`src/rtl/piso_shift_register_165.sv`:
```
`timescale 1ns/1ps
// -----------------------------------------------------------------------------
// piso_shift_register_165
//
// Parallel-in / serial-out shift register in the style of the 74LS165, with a
// shift counter and a done flag for framing serial words.
//
// A WIDTH-bit word is loaded synchronously (sh_ld_n = 0) and then shifted out
// MSB-first on q_h, one bit per rising clk edge while sh_ld_n = 1 and
// clk_inh = 0. Serial input ser enters at stage A (LSB end). Load overrides
// clock inhibit, as on the original part.
//
// Optional build macro: PROPAGATION_DELAY_EN
//   defined   : q_h, q_h_n, bit_cnt and done are driven through #DELAY ns
//               continuous assigns (simulation gate-delay flavour).
//   undefined : zero-delay outputs, synthesizable as-is.
//
// Parameters
//   DELAY   output propagation delay in ns (delay build only)
//   WIDTH   register length in bits, 2..32
//
// Ports
//   clk      in   rising-edge clock
//   reset_n  in   asynchronous active-low reset
//   sh_ld_n  in   0 = parallel load, 1 = shift
//   clk_inh  in   1 = hold register, counter and state
//   ser      in   serial data into stage A
//   d        in   parallel data, d[WIDTH-1] is the first bit out
//   q_h      out  last stage (register bit WIDTH-1)
//   q_h_n    out  complement of q_h
//   bit_cnt  out  shifts completed since the last load (saturates at WIDTH)
//   done     out  high once WIDTH shifts have completed since the last load
// -----------------------------------------------------------------------------
module piso_shift_register_165 #(
    parameter int DELAY = 10,
    parameter int WIDTH = 8
) (
    input  logic                       clk,
    input  logic                       reset_n,
    input  logic                       sh_ld_n,
    input  logic                       clk_inh,
    input  logic                       ser,
    input  logic [WIDTH-1:0]           d,
    output logic                       q_h,
    output logic                       q_h_n,
    output logic [$clog2(WIDTH+1)-1:0] bit_cnt,
    output logic                       done
);

    localparam int CNT_W = $clog2(WIDTH + 1);

    // Counter reference values sized to the counter width.
    localparam logic [CNT_W-1:0] CNT_ZERO = {CNT_W{1'b0}};
    localparam logic [CNT_W-1:0] CNT_LAST = CNT_W'(WIDTH - 1);
    localparam logic [CNT_W-1:0] CNT_FULL = CNT_W'(WIDTH);

    // Elaboration-time guard on the supported parameter space.
    if (WIDTH < 2 || WIDTH > 32 || DELAY < 0) begin : g_param_check
        $error("piso_shift_register_165: WIDTH must be 2..32 and DELAY >= 0");
    end

    // Word-framing state machine.
    //   EMPTY  : after reset, data shifts but nothing is counted
    //   LOADED : word in flight, counting shifts
    //   LAST   : final data bit is on q_h
    //   DONE   : word complete, counter saturated
    typedef enum logic [1:0] {
        ST_EMPTY  = 2'b00,
        ST_LOADED = 2'b01,
        ST_LAST   = 2'b10,
        ST_DONE   = 2'b11
    } state_t;

    state_t             state_r;
    logic [WIDTH-1:0]   shift_r;
    logic               q_h_n_r;
    logic [CNT_W-1:0]   cnt_r;
    logic               done_r;

    // Counter increment, kept as a helper so the width handling lives in one place.
    function automatic logic [CNT_W-1:0] cnt_inc(input logic [CNT_W-1:0] value);
        cnt_inc = value + {{(CNT_W-1){1'b0}}, 1'b1};
    endfunction

    // Shift register, complementary output, counter, flag and state machine.
    always_ff @(posedge clk or negedge reset_n) begin
        if (!reset_n) begin
            shift_r <= {WIDTH{1'b0}};
            q_h_n_r <= 1'b1;
            cnt_r   <= CNT_ZERO;
            done_r  <= 1'b0;
            state_r <= ST_EMPTY;
        end else if (!sh_ld_n) begin
            // Load wins over inhibit and restarts the word from any state.
            shift_r <= d;
            q_h_n_r <= ~d[WIDTH-1];
            cnt_r   <= CNT_ZERO;
            done_r  <= 1'b0;
            state_r <= ST_LOADED;
        end else if (!clk_inh) begin
            shift_r <= {shift_r[WIDTH-2:0], ser};
            // q_h_n is kept as its own flop, tracking the bit about to reach stage H.
            q_h_n_r <= ~shift_r[WIDTH-2];
            case (state_r)
                ST_EMPTY: begin
                    cnt_r   <= CNT_ZERO;
                    done_r  <= 1'b0;
                    state_r <= ST_EMPTY;
                end
                ST_LOADED: begin
                    cnt_r  <= cnt_inc(cnt_r);
                    done_r <= 1'b0;
                    if (cnt_inc(cnt_r) == CNT_LAST) begin
                        state_r <= ST_LAST;
                    end else begin
                        state_r <= ST_LOADED;
                    end
                end
                ST_LAST: begin
                    cnt_r   <= CNT_FULL;
                    done_r  <= 1'b1;
                    state_r <= ST_DONE;
                end
                ST_DONE: begin
                    cnt_r   <= CNT_FULL;
                    done_r  <= 1'b1;
                    state_r <= ST_DONE;
                end
                default: begin
                    // Unreachable encoding: fall back to the idle framing state.
                    cnt_r   <= CNT_ZERO;
                    done_r  <= 1'b0;
                    state_r <= ST_EMPTY;
                end
            endcase
        end else begin
            // Clock inhibit: everything holds.
            shift_r <= shift_r;
            q_h_n_r <= q_h_n_r;
            cnt_r   <= cnt_r;
            done_r  <= done_r;
            state_r <= state_r;
        end
    end

`ifdef PROPAGATION_DELAY_EN
    assign #DELAY q_h     = shift_r[WIDTH-1];
    assign #DELAY q_h_n   = q_h_n_r;
    assign #DELAY bit_cnt = cnt_r;
    assign #DELAY done    = done_r;
`else
    assign q_h     = shift_r[WIDTH-1];
    assign q_h_n   = q_h_n_r;
    assign bit_cnt = cnt_r;
    assign done    = done_r;
`endif

endmodule

```
`config.mk`:
```
export PLATFORM = sky130hd
export DESIGN_NAME = piso_shift_register_165
export DESIGN_NICKNAME = d
export VERILOG_FILES = /design/src/rtl/piso_shift_register_165.sv
export SDC_FILE = /design/constraint.sdc
export NUM_CORES = 1
export LEC_CHECK = 0
export CORE_MARGIN = 4
export CORE_UTILIZATION = 50
export CTS_BUF_LIST = sky130_fd_sc_hd__clkbuf_8
export DETAILED_ROUTE_END_ITERATION = 6
export PLACE_DENSITY = 0.82
export SLEW_MARGIN = 0
export SYNTH_ARGS = -nofsm -noshare
export SYNTH_HDL_FRONTEND = slang
export SYNTH_SLANG_ARGS = --single-unit
```
`constraint.sdc`:
```
create_clock -name clk -period 1.55 [get_ports clk]
set_input_delay 0.2325 -clock clk [delete_from_list [all_inputs] [get_ports clk]]
set_output_delay 0.2325 -clock clk [all_outputs]
set_load 0.01 [all_outputs]
```
==> After elaboration in Yosys (flattened, before gate mapping) <==
Cells that the tools add are included.
W data, S select, Z words.
{ "word_totals": {"ff_bits": 16, "in_bits": 13, "out_inout_bits": 7, "word_cells": 30} }
{ "op_classes": {"add_sub_neg": 1, "n_eq_ne": 5, "muxes": 14, "bitwise_logic": 2, "n_reduce_logical": 3} }
{ "ops": {"columns": ["op", "n"], "rows": [
  ["$mux W8", 2],
  ["$pmux W4 S3", 1],
  ["$mux W4", 2],
  ["$mux W2", 3],
  ["$pmux W2 S3", 1],
  ["$add A4 B1 Y4 const B", 1],
  ["$eq A2 B2 Y1 const B", 2],
  ["$eq A4 B3 Y1 const B", 1],
  ["$mux W1", 4],
  ["$reduce_or A2 Y1", 2],
  ["$eq A2 B1 Y1 const B", 1],
  ["$logic_not A2 Y1", 1],
  ["$ne A2 B2 Y1 const B", 1],
  ["$not A1 Y1", 2],
  ["$pmux W1 S2", 1]
]} }

==> Longest topological paths before layout <==
{ "depth": {"word_depth": 6, "depth_mapped": 5, "mapped_depth_nobuf": 5} }

==> Worst setup path before layout <==
No wires, ideal clock.
{ "synth_path": {"path_kind": "reg2reg", "startpoint": "reg cnt_r[0], in the netlist bit_cnt[0]", "endpoint": "reg state_r[0]", "arrival_time_ns": 1.196, "setup_slack_ns": 0.206, "stages_incl_launch_ff": 4, "n_path_buf": 0, "path_cell_list": "dfrtp_1 -> ha_1 -> a2111oi_4 -> o311ai_1"} }
{ "synth_via": {"elab_chain_len": 6} }
{ "synth_rtl": {"columns": ["item", "line_no", "source"], "rows": [
  ["start, declared", "77", "logic [CNT_W-1:0] cnt_r;"],
  ["start signal, assigned", "111", "cnt_r <= cnt_inc(cnt_r);"],
  ["start signal, assigned", "140", "cnt_r <= cnt_r;"],
  ["$add A4 B1 Y4", "82", "cnt_inc = value + {{(CNT_W-1){1'b0}}, 1'b1};"],
  ["$eq A4 B3 Y1", "113", "if (cnt_inc(cnt_r) == CNT_LAST) begin"],
  ["$mux W2", "113", null],
  ["$pmux W2 S3", "104", "case (state_r)"],
  ["$mux W2", "100", "end else if (!clk_inh) begin"],
  ["$mux W2", "93", "end else if (!sh_ld_n) begin"],
  ["end signal, assigned", "142", "state_r <= state_r;"],
  ["end, declared", "74", "state_t state_r;"]
]} }
No other way between the ends. The select of a mux whose other input is x is not followed.
A chain may end at the register's enable or synchronous reset.

==> Worst setup path in the final report <==
{ "layout_path": {"startpoint": "reg cnt_r[0], in the netlist bit_cnt[0]", "endpoint": "out bit_cnt[0]"} }
{ "layout_lines": {"columns": ["item", "line_no", "source"], "rows": [
  ["end, declared", "46", "output logic [$clog2(WIDTH+1)-1:0] bit_cnt,"]
]} }
No word-level cell between the ends.

==> results.json <==
{
  "drt-initial-drc-count": 1,
  "critical-path-slowest-cell": "sky130_fd_sc_hd__clkdlybuf4s50_1",
  "core_mm2": 0.00156,
  "routed_via_density": 5.47,
  "clk_latency_ps": 250,
  "num_io_pins": 20,
  "timing.rr.start": "bit_cnt[0]",
  "global_route_congestion_overflow_total": 0,
  "placement_rows": 14,
  "tritoncts.num_buffers": 3,
  "route.detailed.drc": 0,
  "timing.critical_path.from_type": "flip-flop",
  "synth_sequential_area_ratio_pct": 47.6,
  "number_of_antenna_violations_at_the_first_check_in_global_routing": 0,
  "chip_width_um": 49.1,
  "die_h_um": 49.1,
  "route.final.wire_length_mm": 1.65,
  "finalSetupTns_ps": 0,
  "worst-setup-path-type": "flip-flop to primary output",
  "crit_path_cell_trace": "clkdlybuf4s50_1",
  "crit_required_ps": 1320,
  "routed-via-count": 667,
  "post_synth_instance_area_um2": 845,
  "drt-pass1-iter-count": 3,
  "antenna_cells": 0,
  "synth_commonest_cells": "sky130_fd_sc_hd__dfrtp_1, sky130_fd_sc_hd__nor2_1, sky130_fd_sc_hd__a21oi_1, sky130_fd_sc_hd__mux2i_1, sky130_fd_sc_hd__nor2b_1",
  "drive_above_1_share_pct": 17.9,
  "final-setup-viol-count": 0,
  "cap_violations": 0,
  "critPathCaptureType": "primary output",
  "ys_top_cells_by_area": "sky130_fd_sc_hd__dfrtp_1, sky130_fd_sc_hd__mux2i_1, sky130_fd_sc_hd__a21oi_1, sky130_fd_sc_hd__nor2_1, sky130_fd_sc_hd__a2111oi_4",
  "track_usage_pct": 15.1,
  "synth.net_count": 96,
  "fillerInstances": 117,
  "fmax_mhz": 679,
  "route.antenna.remaining_nets": 0,
  "synth_warnings": 0,
  "post_cts.repair.setup_buffers": 0,
  "post_synth_inst_count": 81,
  "power_density_mw_per_mm2": 871,
  "postSynthAreaPerCell_um2": 10.4,
  "netlist-cell-type-count": 27,
  "worst_clock_skew_ps": 1.68,
  "clock_tree.htree_level_count": 1,
  "detailed_place_hpwl_mm": 1.22,
  "hp-class": "input port to asynchronous set/reset pin",
  "crit_buf_inv": 1,
  "synth_enable_flop_cells": 0,
  "run_status": "complete, no violations",
  "place.port_buffers": 19,
  "tritoncts": "done",
  "worst_setup_hold_path_clk_slew_ps": 60,
  "synthToLayoutAreaGrowth_pct": 35.3,
  "post-route-min-period_ps": 1470,
  "power.static_leakage_nw": 0.491,
  "cts.sink_count": 16,
  "placer_s_final_routability_congestion_estimate": 0.832,
  "ctsRootBufferMaster": "sky130_fd_sc_hd__clkbuf_8",
  "dominant_cell_by_count_in_the_synthesized_netlist": "sky130_fd_sc_hd__dfrtp_1",
  "synthDominantAreaCellType": "sky130_fd_sc_hd__dfrtp_1",
  "design_area_mm2": 0.00114,
  "asyncSetResetFlopFracSynth_pct": 100,
  "start_util_pct": 54.2,
  "grt_pass1_vias": 676,
  "timing_worst_slew_pin_value_ps": 391,
  "synth_seq_cells": 16,
  "report.final.hold_viol_count": 0,
  "worst_r2r_endpoint": "state_r[0]",
  "largest_net_degree_at_the_start_of_global_routing": 17,
  "finalNetCount": 122,
  "fp.dieArea_mm2": 0.00241,
  "setup_repair_after_global_routing_missed_its_margin": "no",
  "worst_path_max_stage_delay_ps": 560,
  "holdWs_ps": 290,
  "dominantRegCellSynth": "sky130_fd_sc_hd__dfrtp_1",
  "totalPowerFinal_w": 0.000995,
  "placedInstanceArea_mm2": 0.00108,
  "grt_pass1_wl_mm": 2.79,
  "timing.final.crit_share_pct": 95.0,
  "crit_fanout": 8,
  "maxSlewViolCount": 0,
  "finalCoreUtilization_pct": 73.3,
  "cp_arrival_ps": 1240,
  "reg2reg_setup_slack_ps": 160,
  "ir_drop_uv": 540,
  "avgRoutedWirePerCell_um": 13.5,
  "maximum_buffer_depth_of_the_clock_tree": 2,
  "slew_headroom_pct": 73.5,
  "synth_top_area_share_pct": 44.4,
  "ff2ff_path_depth": 5,
  "critPathTopFamily": "buffers and inverters"
}
## state kept, by name, indices dropped and copies added (netlist names)
register and cells:
shift_r 8, bit_cnt 4, state_r 2, done 1
q_h_n 1
## per-layer routing
metal / share of wire [%] / track usage, %
met2: 51 / 24.3
met1: 43 / 17.7
met4: 1.3 / 8.06
met3: 5.0 / 4.89
met5: 0 / 0
## how the worst max path moves through the flow
stage / startpoint / endpoint / depth (start not counted)
2_1_floorplan: bit_cnt[0] / state_r[0] / 3
3_3_place_gp: clk_inh / state_r[0] / 4
3_5_place_dp: clk_inh / state_r[0] / 4
4_1_cts: q_h_n / q_h_n / 1
5_1_grt: bit_cnt[0] / bit_cnt[0] / 1
6_report: bit_cnt[0] / bit_cnt[0] / 1
## metrics by stage
stage / cells / setup WS [ps]
global route: 122 / 35.7
global placement: 118 / 55.3
floorplan: 81 / 206
CTS: 122 / 2.06
finish: 122 / 78.0
detailed placement: 118 / 14.8
## logic make-up (layout without fill, tap and decap cells)
family                   after synthesis  after routing  share of synthesized area, %
multiplexers                          10             10                          12.0
flip-flops                            16             16                          47.6
buffers and inverters                  7             32                          3.70
AO/OA/AOI/OAI                         21             21                          18.4
adder cells (fa/ha/maj)                2              2                          2.96
AND/OR/NAND/NOR                       25             25                          15.4
## cell type report
class | count | area, um^2 | area share, %
Sequential cell | 16 | 407 | 35.6
Tap cell | 16 | 20.0 | 1.75
Multi-Input combinational cell | 58 | 412 | 36.0
Inverter | 3 | 11.3 | 0.986
Clock buffer | 4 | 55.1 | 4.82
Timing Repair Buffer | 25 | 238 | 20.8
## power breakdown
| group | leakage [nW] | switching [W] | internal, W |
|---|---|---|---|
| combinational | 0.278 | 0.0000659 | 0.0000876 |
| clock | 0.0288 | 0.000143 | 0.000225 |
| sequential | 0.185 | 0.0000231 | 0.000450 |
## what timing repair did
item,4_1_cts,5_1_grt
hold buffers,0,0
setup endpoints to repair,1,4
pin swaps,0,0
resized for setup,1,4
## placed cells by master (no fill, tap or decap), types with 3 or more instances in the layout
cell and instances:
sky130_fd_sc_hd__clkdlybuf4s50_1 18, sky130_fd_sc_hd__nor2_1 11, sky130_fd_sc_hd__dfrtp_1 11, sky130_fd_sc_hd__a21oi_1 10
sky130_fd_sc_hd__mux2i_1 9, sky130_fd_sc_hd__buf_4 6, sky130_fd_sc_hd__nor2b_1 4, sky130_fd_sc_hd__dfrtp_2 4
sky130_fd_sc_hd__clkbuf_8 4, sky130_fd_sc_hd__inv_1 3, sky130_fd_sc_hd__nand2_1 3, sky130_fd_sc_hd__a21boi_0 3
No activity file was read; power rests on OpenSTA's default activity.
